[config.mk]
export PLATFORM = sky130hd
export DESIGN_NAME = stepper_phase_driver
export DESIGN_NICKNAME = d
export VERILOG_FILES = /design/src/rtl/stepper_phase_driver.sv
export SDC_FILE = /design/constraint.sdc
export NUM_CORES = 1
export LEC_CHECK = 0
export ABC_CLOCK_PERIOD_IN_PS = 8230
export BUFFER_PORTS_ARGS = -buffer_cell sky130_fd_sc_hd__buf_2
export CAP_MARGIN = 20
export CORE_MARGIN = 10
export CORE_UTILIZATION = 60
export CTS_BUF_LIST = sky130_fd_sc_hd__clkbuf_4 sky130_fd_sc_hd__clkbuf_8 sky130_fd_sc_hd__clkbuf_16
export CTS_CLUSTER_DIAMETER = 200
export DETAILED_ROUTE_END_ITERATION = 8
export PLACE_DENSITY = 0.89
export SETUP_SLACK_MARGIN = 0.4
export SYNTH_ARGS = -nofsm -noshare
export SYNTH_HDL_FRONTEND = slang
export SYNTH_SLANG_ARGS = --single-unit
[constraint.sdc]
create_clock -name clk -period 8.23 [get_ports clk]
set_input_delay 0.4115 -clock clk [delete_from_list [all_inputs] [get_ports clk]]
set_output_delay 0.4115 -clock clk [all_outputs]
set_load 0.03 [all_outputs]
[src/rtl/stepper_phase_driver.sv]
// Step-period counter and coil sequencer: one coil-pattern step every latched period, with signed position.
// Define STEPPER_HALF_STEP_EN for the 8-entry half-step sequence; the default build is 4-entry full-step.
module stepper_phase_driver #(
  parameter int unsigned CNT_W     = 32,
  parameter int unsigned MIN_LIMIT = 1000,
  parameter int unsigned POS_W     = 16
) (
  input  logic             clk,
  input  logic             resetb,
  input  logic             enable,
  input  logic             dir,
  input  logic [CNT_W-1:0] counter_limit,
  output logic [3:0]       coils,
  output logic             step_pulse,
  output logic [POS_W-1:0] position,
  output logic             running
);

`ifdef STEPPER_HALF_STEP_EN
  localparam int unsigned PH_W = 3;
`else
  localparam int unsigned PH_W = 2;
`endif

  localparam logic [CNT_W-1:0] MIN_L   = CNT_W'(MIN_LIMIT);
  localparam logic [CNT_W-1:0] CNT_ONE = CNT_W'(1);
  localparam logic [PH_W-1:0]  PH_ONE  = PH_W'(1);
  localparam logic [POS_W-1:0] POS_ONE = POS_W'(1);

  typedef enum logic {
    S_IDLE = 1'b0,
    S_RUN  = 1'b1
  } state_t;

  state_t           r_state;
  logic [CNT_W-1:0] r_counter;
  logic [CNT_W-1:0] r_limit;
  logic [PH_W-1:0]  r_phase;
  logic [3:0]       r_coils;
  logic             r_step_pulse;
  logic [POS_W-1:0] r_position;
  logic             r_running;

  logic [CNT_W-1:0] w_limit_clamped;
  logic             w_terminal;
  logic [PH_W-1:0]  w_phase_next;
  logic [POS_W-1:0] w_position_next;

  // Phase index to coil pattern {A, B, C, D}.
  function automatic logic [3:0] phase_pattern(input logic [PH_W-1:0] idx);
    logic [3:0] pat;
    pat = 4'b0000;
`ifdef STEPPER_HALF_STEP_EN
    case (idx)
      3'd0:    pat = 4'b1000;
      3'd1:    pat = 4'b1100;
      3'd2:    pat = 4'b0100;
      3'd3:    pat = 4'b0110;
      3'd4:    pat = 4'b0010;
      3'd5:    pat = 4'b0011;
      3'd6:    pat = 4'b0001;
      default: pat = 4'b1001;
    endcase
`else
    case (idx)
      2'd0:    pat = 4'b1100;
      2'd1:    pat = 4'b0110;
      2'd2:    pat = 4'b0011;
      default: pat = 4'b1001;
    endcase
`endif
    return pat;
  endfunction

  // Phase register width equals log2(N), so the +/-1 wraps modulo N for free.
  assign w_limit_clamped = (counter_limit < MIN_L) ? MIN_L : counter_limit;
  assign w_terminal      = (r_counter == (r_limit - CNT_ONE));
  assign w_phase_next    = dir ? (r_phase + PH_ONE) : (r_phase - PH_ONE);
  assign w_position_next = dir ? (r_position + POS_ONE) : (r_position - POS_ONE);

  // NOTE: every state register below uses non-blocking assignment so all of
  // them update from the same pre-edge values, independent of statement order.
  always_ff @(posedge clk or negedge resetb) begin
    if (!resetb) begin
      r_state      <= S_IDLE;
      r_counter    <= '0;
      r_limit      <= MIN_L;
      r_phase      <= '0;
      r_coils      <= 4'b0000;
      r_step_pulse <= 1'b0;
      r_position   <= '0;
      r_running    <= 1'b0;
    end else begin
      r_step_pulse <= 1'b0;
      case (r_state)
        S_IDLE: begin
          if (enable) begin
            r_state   <= S_RUN;
            r_running <= 1'b1;
            r_counter <= '0;
            r_limit   <= w_limit_clamped;
            r_coils   <= phase_pattern(r_phase);
          end
        end
        S_RUN: begin
          // Stop wins over a coincident terminal count: no step is taken.
          if (!enable) begin
            r_state   <= S_IDLE;
            r_running <= 1'b0;
            r_counter <= '0;
            r_coils   <= 4'b0000;
          end else if (w_terminal) begin
            r_counter    <= '0;
            r_limit      <= w_limit_clamped;
            r_phase      <= w_phase_next;
            r_coils      <= phase_pattern(w_phase_next);
            r_step_pulse <= 1'b1;
            r_position   <= w_position_next;
          end else begin
            r_counter <= r_counter + CNT_ONE;
          end
        end
        default: begin
          r_state   <= S_IDLE;
          r_running <= 1'b0;
          r_counter <= '0;
          r_coils   <= 4'b0000;
        end
      endcase
    end
  end

  assign coils      = r_coils;
  assign step_pulse = r_step_pulse;
  assign position   = r_position;
  assign running    = r_running;

endmodule

==> impl_metrics.toml <==
[status]
status = "completed"

[place]
placed_cells = 814
port-buffer-count = 57
globalplace.congestion = 0.971
detailed_placement_wirelength_estimate_um = 11600
pre_cts_slack_ns = 4.12

[power]
power.density_mw_per_mm2 = 156
leakage_nw = 3.04
ir_drop_mv = 0.118

[cts]
clock_tree.htree_level_count = 3
clock_insertion_delay_worst_skew_ns = 0.39
cts_made_buffers = 9
cts_repair_resize_count = 0
cts_tree = "done"
clock_pin_transition_on_the_worst_setup_and_hold_timing_paths_ns = 0.09
maximum_buffer_depth_of_the_clock_tree = 2
clock_tree.root_cell = "clkbuf_8"
clock-sinks = 89
post-cts-setup-buffers = 0

[setup_path]
data_arrival_time_at_the_worst_slack_endpoint_ns = 4.46
worst-path-buf-inv = 2
worst_path_dominant_cell_family = "simple AND/OR/NAND/NOR gates"
critical_path.max_stage_delay_ns = 0.76
worst_ep_required_time_ns = 8.50
r2r_setup_slack_ns = 4.04
crit_path_cell_trace = "inv_1, ha_1, or3b_2, nor4_4, nand2_1, or3_1, a21oi_1, inv_1, nor4_1, and3_1, mux2_2"
slowest_cell_on_crit_path = "and3_1"
worst_setup_path_end_kind = "register"
number_of_cells_on_the_worst_reg_to_reg_path = 11
worst_r2r_startpoint = "r_limit[0]"
crit_path_frequent_cell = "inv_1"
worst_r2r_endpoint = "position[14]"
worstSetupStartpointType = "register"
critical_path_class = "reg2reg"
critPathMaxFanout = 17

[synthesis]
synth.lib_cells_used.distinct = 68
ys_seq_area_share_pct = 35.9
syn_area_sq_mm = 0.00623
postSynthNetCount = 711
synth-main-ff-cell = "dfrtp_1"
syn-mean-instance-area_sq_um = 9.63
postSynthRegisterBits = 89
ys_warn_count = 0
postSynth.asyncResetShare_pct = 100
syn_inst = 647
synth_enable_flop_cells = 0

[timing]
drv_slew = 0
hold_slack_ns = 0.209
final-hold-violation-count = 0
setup_slack_ns = 4.04
tightest_slew_ns = 1.04
timing.clock.skew_ns = 0.0146
final_min_period_over_clock_period_pct = 51.0
rsz0062_at_grt = "no"
min_period_ns = 4.19
setup-tns-final_ns = 0
finalSetupViolations = 0
timing.fmax_mhz = 238
relative_slew_slack_pct = 30.3

[routing]
wl_met3_um = 860
antenna_left = 0
dr_total_vias = 5049
avgRoutedWirePerCell_um = 18.4
wirelength_um = 15300
wl_met2_um = 7330
drt_first_pass_iters = 5
drt_iter0_markers = 374
post-route-drc-count = 0
top_signal_layer_used = "met4"
met1_length_um = 6680
vias_per_cell = 6.08

[hold_path]
hold_path_class = "in2reg"
hold_path_end = "r_state"
worst_hold_startpoint = "enable"
hold_path_depth = 1

[die]
initial_core_util_pct = 60.9
die_area_sq_mm = 0.0149
total_number_of_placement_rows = 37
die_width_um = 122
die_h_um = 122
count_of_pins_on_the_block_boundary = 58
core_region_area_sq_mm = 0.0102

[final_layout]
finish.utilization_pct = 65.9
layout-area-overhead-vs-synth_pct = 8.21
stdcell_count = 830
layout.nets = 754
diodes = 0
fraction_of_layout_instances_using_a_drive_strength_above_1_pct = 19.2

[job]
cap_viol_max_count = 0

[grt]
first_global_vias = 5238
global_route.usage.total_pct = 21.3
grt_max_degree = 56
wire_length_of_the_first_global_routing_pass_um = 25500
grt_antenna_before_repair = 0
globalRoute.totalOverflow = 0
Yosys cell counts, types with 7 or more instances:
cell type | instances | area, sq um
mux2i_1 | 12 | 120
mux2_2 | 14 | 158
xnor2_1 | 40 | 350
a31oi_1 | 8 | 50.1
o21ai_0 | 15 | 75.1
nor2_1 | 69 | 259
clkbuf_1 | 15 | 56.3
nand3_1 | 29 | 145
ha_1 | 27 | 338
a21oi_1 | 22 | 110
xor2_1 | 37 | 324
mux2_1 | 9 | 101
inv_1 | 30 | 113
mux2_4 | 22 | 330
or3_1 | 9 | 56.3
nor4_1 | 17 | 106
or4_1 | 10 | 75.1
nor3_1 | 18 | 90.1
buf_6 | 7 | 78.8
nand2_1 | 32 | 120
dfrtp_1 | 83 | 2080
nand4_1 | 14 | 87.6
cell type report:
class,count,area [sq um]
clock buffer,11,145
clock inverter,4,53.8
fill,823,3490
inverter,30,113
multi-input combinational,501,3720
sequential,89,2230
tap,136,170
timing repair buffer,59,305
how the worst max path moves through the flow:
stage | from | endpoint | cells after the start
after floorplan | r_limit[0] | r_limit[10] | 13
after global placement | r_limit[0] | position[8] | 11
after detailed placement | r_limit[0] | position[8] | 11
after CTS | r_limit[0] | position[14] | 11
after global routing | r_limit[0] | position[8] | 11
final | r_limit[0] | position[14] | 11
through the flow:
step	total power, W	area, sq um
floorplan	0.000681	6230
global placement	0.000735	6530
detailed placement	0.000744	6530
CTS	0.00106	6740
global route	0.00110	6740
finish	0.00105	6740
per-layer routing:
metal | track usage [%] | up-vias
li1 | - | 2406
met1 | 25.6 | 2445
met2 | 35.6 | 167
met3 | 5.69 | 31
met4 | 8.35 | 0
met5 | 0 | -
power breakdown:
group	switching (W)	internal (W)	leakage (nW)
clock network	0.000160	0.000151	0.0950
logic	0.000118	0.0000989	1.80
registers	0.0000541	0.000471	1.14
cell usage in the layout, fill, tap and decap left out, types with 10 or more instances in the layout:
cell type,count
xnor2_1,40
nor3_1,18
buf_2,56
inv_1,30
nand2_1,32
mux2_2,14
mux2i_1,12
nor4_1,17
a21oi_1,22
xor2_1,37
nor2_1,69
nand3_1,29
o21ai_0,15
ha_1,27
clkbuf_8,10
nand4_1,14
or4_1,10
mux2_4,22
dfrtp_1,83
state kept, by name, summed over array words and instances, names as in the netlist:
name,count
position,16
r_phase,2
step_pulse,1
coils,4
r_limit,32
r_state,1
running,1
r_counter,32
logic make-up after synthesis:
family	count (synthesis)	synth area share (%)
buffers and inverters	57	4.44
xor gates and xnor gates	77	10.8
DFF	89	35.9
muxes	57	11.4
and+or+nand+nor	246	21.8
AOI/OAI and AO/OA	93	9.98
adders and majority gates	28	5.74
what timing repair did:
item,4_1_cts,5_1_grt
setup endpoints to repair,0,0
hold endpoints to repair,28,0
hold buffers,1,0
No activity file was read; power rests on OpenSTA's default activity.
